File: src/rtl/xaxi4_emb_pkg.sv
// ---------------------------------------------------------------------------
// xaxi4_emb_pkg
// Shared types and helpers for the embedded AXI4 slave interconnect blocks.
//   AXI_LEN_W      : width of AxLEN
//   RR_MAX_N       : largest requester count handled by rr_pick
//   rd_arb_state_e : read arbiter state encoding
//   rr_pick()      : one-hot round-robin pick, first requester at/after ptr
// ---------------------------------------------------------------------------
package xaxi4_emb_pkg;

  localparam int AXI_LEN_W = 8;
  localparam int RR_MAX_N  = 4;

  typedef enum logic [1:0] {
    IDLE = 2'd0,
    ADDR = 2'd1,
    DATA = 2'd2
  } rd_arb_state_e;

  // Scans n requesters starting at ptr, wrapping modulo n. Bits at or above
  // n are ignored, so callers zero-extend narrower request vectors.
  function automatic logic [RR_MAX_N-1:0] rr_pick(
    input logic [RR_MAX_N-1:0] req,
    input logic [1:0]          ptr,
    input int unsigned         n
  );
    logic [RR_MAX_N-1:0] gnt;
    int unsigned         sum;
    logic [1:0]          idx;
    gnt = '0;
    for (int unsigned i = 0; i < RR_MAX_N; i++) begin
      sum = (int'(ptr) + i) % n;
      idx = sum[1:0];
      if ((i < n) && (gnt == '0) && req[idx]) begin
        gnt[idx] = 1'b1;
      end
    end
    return gnt;
  endfunction

endpackage

File: src/rtl/xaxi4_emb_rr_arb.sv
// ---------------------------------------------------------------------------
// xaxi4_emb_rr_arb
// Round-robin picker with its own pointer register. The pick is purely
// combinational; the pointer moves to (granted index + 1) mod N only when
// the owner asserts advance, i.e. when it actually takes the grant.
// Ports:
//   aclk, aresetn : clock, asynchronous active-low reset (pointer -> 0)
//   req           : per-requester request vector
//   advance       : commit the current pick and move the pointer past it
//   gnt           : one-hot pick (0 when no request)
//   gnt_idx       : binary index of the pick
// ---------------------------------------------------------------------------
module xaxi4_emb_rr_arb
  import xaxi4_emb_pkg::*;
#(
  parameter int N     = 2,
  parameter int IDX_W = (N > 1) ? $clog2(N) : 1
) (
  input  logic             aclk,
  input  logic             aresetn,
  input  logic [N-1:0]     req,
  input  logic             advance,
  output logic [N-1:0]     gnt,
  output logic [IDX_W-1:0] gnt_idx
);

  logic [IDX_W-1:0]    ptr_q;
  logic [RR_MAX_N-1:0] req_ext;
  logic [1:0]          ptr_ext;
  logic [RR_MAX_N-1:0] pick;

  // NOTE: every signal written in an always_comb gets a default at the top
  // of the block so that no path leaves it unassigned (which would infer a
  // latch).
  always_comb begin
    req_ext            = '0;
    req_ext[N-1:0]     = req;
    ptr_ext            = '0;
    ptr_ext[IDX_W-1:0] = ptr_q;
    pick               = rr_pick(req_ext, ptr_ext, N);
    gnt                = pick[N-1:0];
  end

  always_comb begin
    gnt_idx = '0;
    for (int i = 0; i < N; i++) begin
      if (pick[i]) gnt_idx = IDX_W'(i);
    end
  end

  // NOTE: clocked state is updated with non-blocking assignments so every
  // register samples the pre-edge values regardless of statement order.
  always_ff @(posedge aclk or negedge aresetn) begin
    if (!aresetn) begin
      ptr_q <= '0;
    end else if (advance) begin
      ptr_q <= (gnt_idx == IDX_W'(N-1)) ? '0 : gnt_idx + IDX_W'(1);
    end
  end

endmodule

File: src/rtl/xaxi4_emb_rd_arb.sv
// ---------------------------------------------------------------------------
// xaxi4_emb_rd_arb
// Round-robin arbiter sharing the AR/R read port of the embedded AXI4 slave
// memory between NUM_M read masters. One burst is outstanding at a time:
// IDLE picks a master, ADDR forwards its AR, DATA routes R beats back to it
// until RLAST. Beats are counted and any RLAST/ARLEN disagreement raises a
// sticky o_len_err.
// Ports:
//   aclk, aresetn              : clock, asynchronous active-low reset
//   i_m_ar* / o_m_arready      : flattened per-master AR channels (slice k)
//   o_m_rvalid / i_m_rready    : per-master R handshake
//   o_m_rid/rresp/rdata/rlast  : R payload broadcast to all masters
//   o_s_ar* / i_s_arready      : AR channel to the slave
//   i_s_r* / o_s_rready        : R channel from the slave
//   o_gnt                      : one-hot current grant, 0 in IDLE
//   o_len_err / i_len_err_clr  : sticky length error and its clear
// Masters must hold their AR payload stable while ARVALID is high; the
// payload to the slave is a combinational mux of the granted slice.
// ---------------------------------------------------------------------------
module xaxi4_emb_rd_arb
  import xaxi4_emb_pkg::*;
#(
  parameter int NUM_M          = 2,
  parameter int AXI_ID_WIDTH   = 4,
  parameter int AXI_ADDR_WIDTH = 32,
  parameter int AXI_DATA_WIDTH = 32
) (
  input  logic                              aclk,
  input  logic                              aresetn,
  // master side, AR
  input  logic [NUM_M-1:0]                  i_m_arvalid,
  output logic [NUM_M-1:0]                  o_m_arready,
  input  logic [NUM_M*AXI_ID_WIDTH-1:0]     i_m_arid,
  input  logic [NUM_M*AXI_ADDR_WIDTH-1:0]   i_m_araddr,
  input  logic [NUM_M*AXI_LEN_W-1:0]        i_m_arlen,
  input  logic [NUM_M*3-1:0]                i_m_arsize,
  input  logic [NUM_M*2-1:0]                i_m_arburst,
  // master side, R
  output logic [NUM_M-1:0]                  o_m_rvalid,
  input  logic [NUM_M-1:0]                  i_m_rready,
  output logic [AXI_ID_WIDTH-1:0]           o_m_rid,
  output logic [1:0]                        o_m_rresp,
  output logic [AXI_DATA_WIDTH-1:0]         o_m_rdata,
  output logic                              o_m_rlast,
  // slave side, AR
  output logic                              o_s_arvalid,
  input  logic                              i_s_arready,
  output logic [AXI_ID_WIDTH-1:0]           o_s_arid,
  output logic [AXI_ADDR_WIDTH-1:0]         o_s_araddr,
  output logic [AXI_LEN_W-1:0]              o_s_arlen,
  output logic [2:0]                        o_s_arsize,
  output logic [1:0]                        o_s_arburst,
  // slave side, R
  input  logic                              i_s_rvalid,
  output logic                              o_s_rready,
  input  logic [AXI_ID_WIDTH-1:0]           i_s_rid,
  input  logic [1:0]                        i_s_rresp,
  input  logic [AXI_DATA_WIDTH-1:0]         i_s_rdata,
  input  logic                              i_s_rlast,
  // status
  output logic [NUM_M-1:0]                  o_gnt,
  output logic                              o_len_err,
  input  logic                              i_len_err_clr
);

  localparam int IDX_W = (NUM_M > 1) ? $clog2(NUM_M) : 1;

  // Unpacked views of the flattened master AR payloads.
  logic [AXI_ID_WIDTH-1:0]   arid_a    [NUM_M];
  logic [AXI_ADDR_WIDTH-1:0] araddr_a  [NUM_M];
  logic [AXI_LEN_W-1:0]      arlen_a   [NUM_M];
  logic [2:0]                arsize_a  [NUM_M];
  logic [1:0]                arburst_a [NUM_M];

  for (genvar k = 0; k < NUM_M; k++) begin : g_unpack
    assign arid_a[k]    = i_m_arid[k*AXI_ID_WIDTH +: AXI_ID_WIDTH];
    assign araddr_a[k]  = i_m_araddr[k*AXI_ADDR_WIDTH +: AXI_ADDR_WIDTH];
    assign arlen_a[k]   = i_m_arlen[k*AXI_LEN_W +: AXI_LEN_W];
    assign arsize_a[k]  = i_m_arsize[k*3 +: 3];
    assign arburst_a[k] = i_m_arburst[k*2 +: 2];
  end

  rd_arb_state_e        state_q, state_d;
  logic [NUM_M-1:0]     gnt_q;
  logic [IDX_W-1:0]     gidx_q;
  logic [AXI_LEN_W-1:0] len_q;
  logic [AXI_LEN_W-1:0] beat_cnt_q;
  logic                 len_err_q;

  logic [NUM_M-1:0]     pick_gnt;
  logic [IDX_W-1:0]     pick_idx;
  logic                 take_grant;
  logic                 ar_hs;
  logic                 r_hs;
  logic                 len_err_set;

  // A grant is taken only from IDLE; requests seen in ADDR/DATA wait.
  assign take_grant = (state_q == IDLE) && (|i_m_arvalid);

  xaxi4_emb_rr_arb #(
    .N     (NUM_M),
    .IDX_W (IDX_W)
  ) u_rr_arb (
    .aclk    (aclk),
    .aresetn (aresetn),
    .req     (i_m_arvalid),
    .advance (take_grant),
    .gnt     (pick_gnt),
    .gnt_idx (pick_idx)
  );

  // R payload is a straight pass-through; only the handshake is steered.
  assign o_m_rid   = i_s_rid;
  assign o_m_rresp = i_s_rresp;
  assign o_m_rdata = i_s_rdata;
  assign o_m_rlast = i_s_rlast;

  assign o_s_arid    = arid_a[gidx_q];
  assign o_s_araddr  = araddr_a[gidx_q];
  assign o_s_arlen   = arlen_a[gidx_q];
  assign o_s_arsize  = arsize_a[gidx_q];
  assign o_s_arburst = arburst_a[gidx_q];

  assign o_gnt     = gnt_q;
  assign o_len_err = len_err_q;

  always_comb begin
    state_d     = state_q;
    o_s_arvalid = 1'b0;
    o_m_arready = '0;
    o_m_rvalid  = '0;
    o_s_rready  = 1'b0;
    ar_hs       = 1'b0;
    r_hs        = 1'b0;
    unique case (state_q)
      IDLE: begin
        if (|i_m_arvalid) state_d = ADDR;
      end
      ADDR: begin
        o_s_arvalid         = 1'b1;
        o_m_arready[gidx_q] = i_s_arready;
        ar_hs               = i_s_arready;
        if (i_s_arready) state_d = DATA;
      end
      DATA: begin
        o_m_rvalid[gidx_q] = i_s_rvalid;
        o_s_rready         = i_m_rready[gidx_q];
        r_hs               = i_s_rvalid & i_m_rready[gidx_q];
        if (r_hs && i_s_rlast) state_d = IDLE;
      end
      default: state_d = IDLE;
    endcase
  end

  // beat_cnt_q holds the number of beats already accepted, so on the beat
  // that should be last it equals len_q. RLAST anywhere else is an error, as
  // is a beat without RLAST at that position (the burst ran long).
  assign len_err_set = r_hs && ( i_s_rlast && (beat_cnt_q != len_q) ||
                                !i_s_rlast && (beat_cnt_q == len_q));

  always_ff @(posedge aclk or negedge aresetn) begin
    if (!aresetn) begin
      state_q    <= IDLE;
      gnt_q      <= '0;
      gidx_q     <= '0;
      len_q      <= '0;
      beat_cnt_q <= '0;
      len_err_q  <= 1'b0;
    end else begin
      state_q <= state_d;

      if (take_grant) begin
        gnt_q  <= pick_gnt;
        gidx_q <= pick_idx;
        len_q  <= arlen_a[pick_idx];
      end else if (r_hs && i_s_rlast) begin
        gnt_q <= '0;
      end

      if (ar_hs) begin
        beat_cnt_q <= '0;
      end else if (r_hs) begin
        beat_cnt_q <= beat_cnt_q + 8'd1;
      end

      // Clear wins over a same-cycle set; that error is deliberately lost.
      if (i_len_err_clr) begin
        len_err_q <= 1'b0;
      end else if (len_err_set) begin
        len_err_q <= 1'b1;
      end
    end
  end

endmodule

File: config.mk
export PLATFORM = sky130hd
export DESIGN_NAME = xaxi4_emb_rd_arb
export DESIGN_NICKNAME = d
export VERILOG_FILES = /design/src/rtl/xaxi4_emb_pkg.sv /design/src/rtl/xaxi4_emb_rr_arb.sv /design/src/rtl/xaxi4_emb_rd_arb.sv
export SDC_FILE = /design/constraint.sdc
export NUM_CORES = 1
export LEC_CHECK = 0
export ABC_CLOCK_PERIOD_IN_PS = 2500
export BUFFER_PORTS_ARGS = -buffer_cell sky130_fd_sc_hd__clkbuf_2
export CORE_AREA = 2 2 94 96
export CTS_CLUSTER_DIAMETER = 200
export DETAILED_ROUTE_END_ITERATION = 16
export DIE_AREA = 0 0 96 98
export HOLD_SLACK_MARGIN = 0.08
export REMOVE_ABC_BUFFERS = 1
export SYNTH_ARGS = -nofsm -noshare
export SYNTH_HDL_FRONTEND = slang
export SYNTH_SLANG_ARGS = --single-unit
export TNS_END_PERCENT = 5
File: constraint.sdc
create_clock -name aclk -period 2.5 [get_ports aclk]
set_input_delay 0.375 -clock aclk [delete_from_list [all_inputs] [get_ports aclk]]
set_output_delay 0.375 -clock aclk [all_outputs]
set_load 0.005 [all_outputs]
# Word level (Yosys, flattened, before mapping)
# Cells that the tools add are included.
[totals]
reg_bits = 23
latchBits = 0
ramBits = 0
mem_bits_ro = 0
in_bits = 146
word_cells = 100
n_memories = 0
[classes]
add_sub_neg = 3
mul = 0
div_mod_pow = 0
order_cmp = 8
eq_ne = 7
n_shift = 0
mux = 50
bitwise = 6
reduce_logical = 19
[op_table]
columns = ["cell", "n"]
rows = [
  ["32-bit 2-to-1 mux", 3],
  ["8-bit 2-to-1 mux", 8],
  ["2-bit 2-to-1 mux", 12],
  ["1-bit 2-to-1 mux", 17],
  ["4-bit 2-to-1 mux", 3],
  ["1-bit logical AND", 10],
  ["3-bit 2-to-1 mux", 3],
  ["8-bit by 1-bit adder with 8-bit output (second input constant)", 1],
  ["8-bit equality test", 1],
  ["8-bit != test", 1],
  ["1-bit by 3-bit < comparator with 1-bit output (second input constant)", 2],
  ["2-bit case mux with 3 select lines", 1],
  ["2-bit nonzero test", 3],
  ["2-bit bitwise AND", 2],
  ["2-bit >= comparator (second input constant)", 2],
  ["4-bit logical NOT", 1],
  ["2-bit != test (second input constant)", 2],
  ["1-bit inverter with 2-bit output", 2],
  ["1-bit demux with 1-bit select", 3],
  ["1-bit >= comparator (second input constant)", 3],
  ["3-bit AND reduction", 1],
  ["1-bit adder (second input constant)", 2],
  ["2-bit by 1-bit equality test with 1-bit output (second input constant)", 1],
  ["2-bit equality test (second input constant)", 1],
  ["other kinds (8)", 8],
]

# Logic depth before layout (Yosys ltp)
[logic_depth]
word_depth = 13
ltp_mapped = 5

# Cells and area by module
# Synthesis repeated with hierarchy kept, for this count alone.
[unflattened]
cells_unflattened = 222
area_unflattened_um2 = 2110.8
[by_module_without_submodules]
columns = ["module", "instances", "cells_each", "area_each_um2"]
rows = [
  ["xaxi4_emb_rd_arb", 1, 215, 2047.0],
  ["xaxi4_emb_rr_arb", 1, 7, 63.8],
]

# Worst setup path before layout
# No wires, ideal clock.
[synth_path]
kind = "register to output"
from = "reg gidx_q"
to = "out o_s_arburst[0]"
t_arrival_ns = 1.140
required_time_ns = 2.125
slack_ns = 0.985
stages_incl_launch_ff = 4
path_cell_list = "dfrtp_1 buf_4 clkbuf_1 mux2_2"
[synth_via]
elab_chain_cells = 4
[synth_lines]
columns = ["item", "line_no", "source"]
rows = [
  ["from (decl)", "xaxi4_emb_rd_arb.sv:85", "logic [IDX_W-1:0] gidx_q;"],
  ["from (signal assigned)", "xaxi4_emb_rd_arb.sv:174", "gidx_q <= pick_idx;"],
  ["1-bit inverter with 2-bit output (not written as such)", "xaxi4_emb_rd_arb.sv:122", "assign o_s_arburst = arburst_a[gidx_q];"],
  ["2-bit 2-to-1 mux (not written as such) (3 in a row)", "xaxi4_emb_rd_arb.sv:122", ""],
  ["to (decl)", "xaxi4_emb_rd_arb.sv:52", "output logic [1:0] o_s_arburst,"],
]
# No other way between the ends. The select of a mux whose other input is x is not followed.

# Final worst setup path
[layout_path]
from = "reg gidx_q"
to = "out o_s_araddr[2]"
[layout_via]
elab_chain_cells = 4
[layout_lines]
columns = ["item", "line_no", "source"]
rows = [
  ["1-bit inverter with 2-bit output (not written as such)", "xaxi4_emb_rd_arb.sv:119", "assign o_s_araddr = araddr_a[gidx_q];"],
  ["32-bit 2-to-1 mux (not written as such) (3 in a row)", "xaxi4_emb_rd_arb.sv:119", ""],
  ["to (decl)", "xaxi4_emb_rd_arb.sv:49", "output logic [AXI_ADDR_WIDTH-1:0] o_s_araddr,"],
]
# No other way between the ends. The select of a mux whose other input is x is not followed.

==> metrics.yaml <==
pwr:
  clkPwrFrac_pct: 10.1
  netsw_mw: 0.892
  vdd_ir_max_v: 0.000239
  p_int_mw: 1.39
  netSwitchingFraction_pct: 39.1
  totalPowerFinal_mw: 2.28
  power.share.sequential_pct: 25.9
  power.static_leakage_nw: 1.49
  pwr-share-comb_pct: 64.0
  power-per-cell-area_mw_per_mm2: 824
cells_and_area:
  antenna-diode-count: 0
  final_layout_size_suffix_gt1_share_pct: 67.4
  area.growth.synth_to_final_pct: 34.3
  fin_area_mm2: 0.00277
  layout.cells.non_filler: 445
  layout_common_cells: "sky130_fd_sc_hd__clkbuf_2, sky130_fd_sc_hd__mux2_2, sky130_fd_sc_hd__dfrtp_1"
  final_nets: 485
  layout_commonest_cell: "sky130_fd_sc_hd__clkbuf_2"
  final_core_density_pct: 32.7
setup_path:
  cp_data_required_time_ns: 2.12
  ff_to_ff_end: "o_len_err"
  crit_buf_inv: 2
  r2r_worst_path_depth: 5
  critical_path_arrival_ns: 1.58
  worst-setup-path-type: "reg2out"
  crit-reg2reg-launch: "gidx_q"
  delay_heaviest_family_cp: "buffers and inverters"
  critPathCaptureType: "primary output"
  crit_path_max_incr_delay_ns: 0.41
  worst-r2r-setup-slack_ns: 0.84
  critical_path_peak_fanout: 36
  critPathSlowestCell: "sky130_fd_sc_hd__buf_4"
  start_kind: "flop"
  crit_path_cell_trace: "buf_4 > mux2_2 > clkbuf_2"
die:
  floorplan.rows: 34
  design.core.area_mm2: 0.00847
  floorplan.die.width_um: 96
  io-pin-count: 243
  initial_utilization_pct: 24.3
  die_span_y_um: 98
  die_area_mm2: 0.00941
cts:
  tritoncts: "done"
  cts_resized: 0
  clock_tree.htree_level_count: 1
  clock_buffers_created_by_tritoncts: 3
  worst_skew_late_latency_ns: 0.26
  post_cts_buffers: 0
  cts_num_sinks: 23
  clock_transition_at_the_registers_of_the_reported_paths_ns: 0.08
  cts.hold.buffers_added: 0
  clk_path_buf_depth: 2
  cts_root_buf: "sky130_fd_sc_hd__clkbuf_8"
yosys:
  yosys.cell_types.count: 30
  synth_cells: 211
  dominantRegCellSynth: "sky130_fd_sc_hd__dfrtp_1"
  synth.yosys.seq_area_share_pct: 27.9
  share_of_synthesized_flip_flops_with_an_asynchronous_set_or_reset_pct: 100
  yosys_register_bits: 23
  synth.cell_area_mm2: 0.00206
  yosys_warnings: 0
  synth_enable_flop_cells: 0
  syn_area_per_cell_um2: 9.76
sta:
  min_period_over_period_pct: 78.0
  rsz0062_at_grt: "no"
  worst_setup_skew_after_layout_ns: 0.00181
  hold_violations: 0
  hold-worst-slack_ns: 0.0970
  layout_setup_ws_ns: 0.549
  slew_headroom_pct: 60.7
  maxClockFrequency_ghz: 0.513
  setup_viol: 0
  min_period_ns: 1.95
  worst-slew-pin-transition_ns: 0.590
  setup-tns-final_ns: 0
  final-max-slew-violation-count: 0
routing:
  route.antenna.remaining_nets: 0
  detail_route.vias_per_cell: 4.75
  post-route-drc-count: 0
  routedWlPerCell_um: 20.1
  count_of_tritonroute_iterations_in_the_first_routing_pass: 4
  routed-via-count: 2115
  route.final.wire_length_mm: 8.94
  drt_iter0_markers: 88
place:
  post_dp_cell_area_mm2: 0.00272
  final_replace_weighted_congestion: 0.873
  numPortBuffers: 166
  dp.final_hpwl_mm: 7.57
  dp_worst_setup_slack_ns: 0.837
  dp.cells: 441
global_route:
  track_usage_pct: 18.6
  first_global_vias: 2157
  gr-total-overflow: 0
  grt_pass1_wl_mm: 12.8
  grt_max_degree: 37
  initial_antenna_violation_count: 0
run:
  maxCapViolations: 0
worst_hold_path:
  holdCritPathClass: "in2async"
run_status:
  run_status: "finished, final reports clean"
[registers in the layout (all words and copies together) (netlist names)]
register and cells:
gidx_q 1, o_len_err 1, beat_cnt_q 8, len_q 8, state_q 2, u_rr_arb.ptr_q 1, o_gnt 2
[kinds of logic after synthesis]
logic type | count (synthesis) | synth area share [%]
flip-flops | 23 | 27.9
AO/OA/AOI/OAI | 28 | 9.84
AND/OR/NAND/NOR | 41 | 10.1
multiplexers | 53 | 29.0
buffers and inverters | 52 | 17.0
adder cells (fa/ha/maj) | 1 | 0.607
XOR/XNOR | 13 | 5.53
[worst register-to-register path, stage by stage, from the launching register on]
cell	delay (ns)
sky130_fd_sc_hd__dfrtp_2	0.36
sky130_fd_sc_hd__buf_4	0.29
sky130_fd_sc_hd__mux2i_2	0.46
sky130_fd_sc_hd__nor2_1	0.18
sky130_fd_sc_hd__o2111ai_1	0.10
sky130_fd_sc_hd__o311ai_0	0.14
[per-layer routing]
| metal | GRT usage [%] | vias up | part of all wire [%] |
|---|---|---|---|
| li1 | - | 962 | - |
| met1 | 24.6 | 967 | 39 |
| met2 | 25.3 | 179 | 41 |
| met3 | 12.9 | 7 | 19 |
| met4 | 2.31 | 0 | 0.59 |
| met5 | 3.89 | - | 0 |
[cell type report]
type / instances / area [um^2]
inverters: 4 / 15.0
multi-input cells: 136 / 1130
flip-flops and latches: 23 / 577
clock buffers: 4 / 45.0
well taps: 108 / 135
repair buffers: 170 / 861
fillers: 919 / 5700
[synthesized netlist by cell type, types with 2 or more instances]
cell,number,area (um^2)
sky130_fd_sc_hd__o21ai_0,3,15.0
sky130_fd_sc_hd__nand3_1,3,15.0
sky130_fd_sc_hd__dfrtp_1,23,576
sky130_fd_sc_hd__xnor2_1,13,114
sky130_fd_sc_hd__buf_2,4,20.0
sky130_fd_sc_hd__o211ai_1,2,15.0
sky130_fd_sc_hd__buf_4,40,300
sky130_fd_sc_hd__nand2b_1,4,25.0
sky130_fd_sc_hd__mux2_2,50,563
sky130_fd_sc_hd__inv_1,4,15.0
sky130_fd_sc_hd__a21o_1,8,60.1
sky130_fd_sc_hd__and3_1,3,18.8
sky130_fd_sc_hd__nand2_1,9,33.8
sky130_fd_sc_hd__nor2_1,13,48.8
sky130_fd_sc_hd__nor4_1,2,12.5
sky130_fd_sc_hd__a21oi_1,4,20.0
sky130_fd_sc_hd__nand4_1,3,18.8
sky130_fd_sc_hd__a22o_1,8,70.1
sky130_fd_sc_hd__mux2i_1,2,20.0
sky130_fd_sc_hd__clkbuf_1,3,11.3
[power groups by stage]
stage               combinational, mW  sequential [mW]  clock (mW)
floorplan                       0.779            0.680           0
global placement                 1.46            0.598           0
detailed placement               1.47            0.598           0
CTS                              1.48            0.592       0.234
global route                     1.59            0.607       0.249
finish                           1.46            0.590       0.231
[worst max path at each step]
stage            from              to  cells past startpoint
2_1_floorplan  gidx_q       o_len_err                      4
3_3_place_gp   gidx_q  o_s_araddr[14]                      3
3_5_place_dp   gidx_q  o_s_araddr[14]                      3
4_1_cts        gidx_q  o_s_araddr[14]                      3
5_1_grt        gidx_q      o_s_rready                      4
6_report       gidx_q   o_s_araddr[2]                      3
Power figures use the tool's default switching activity.
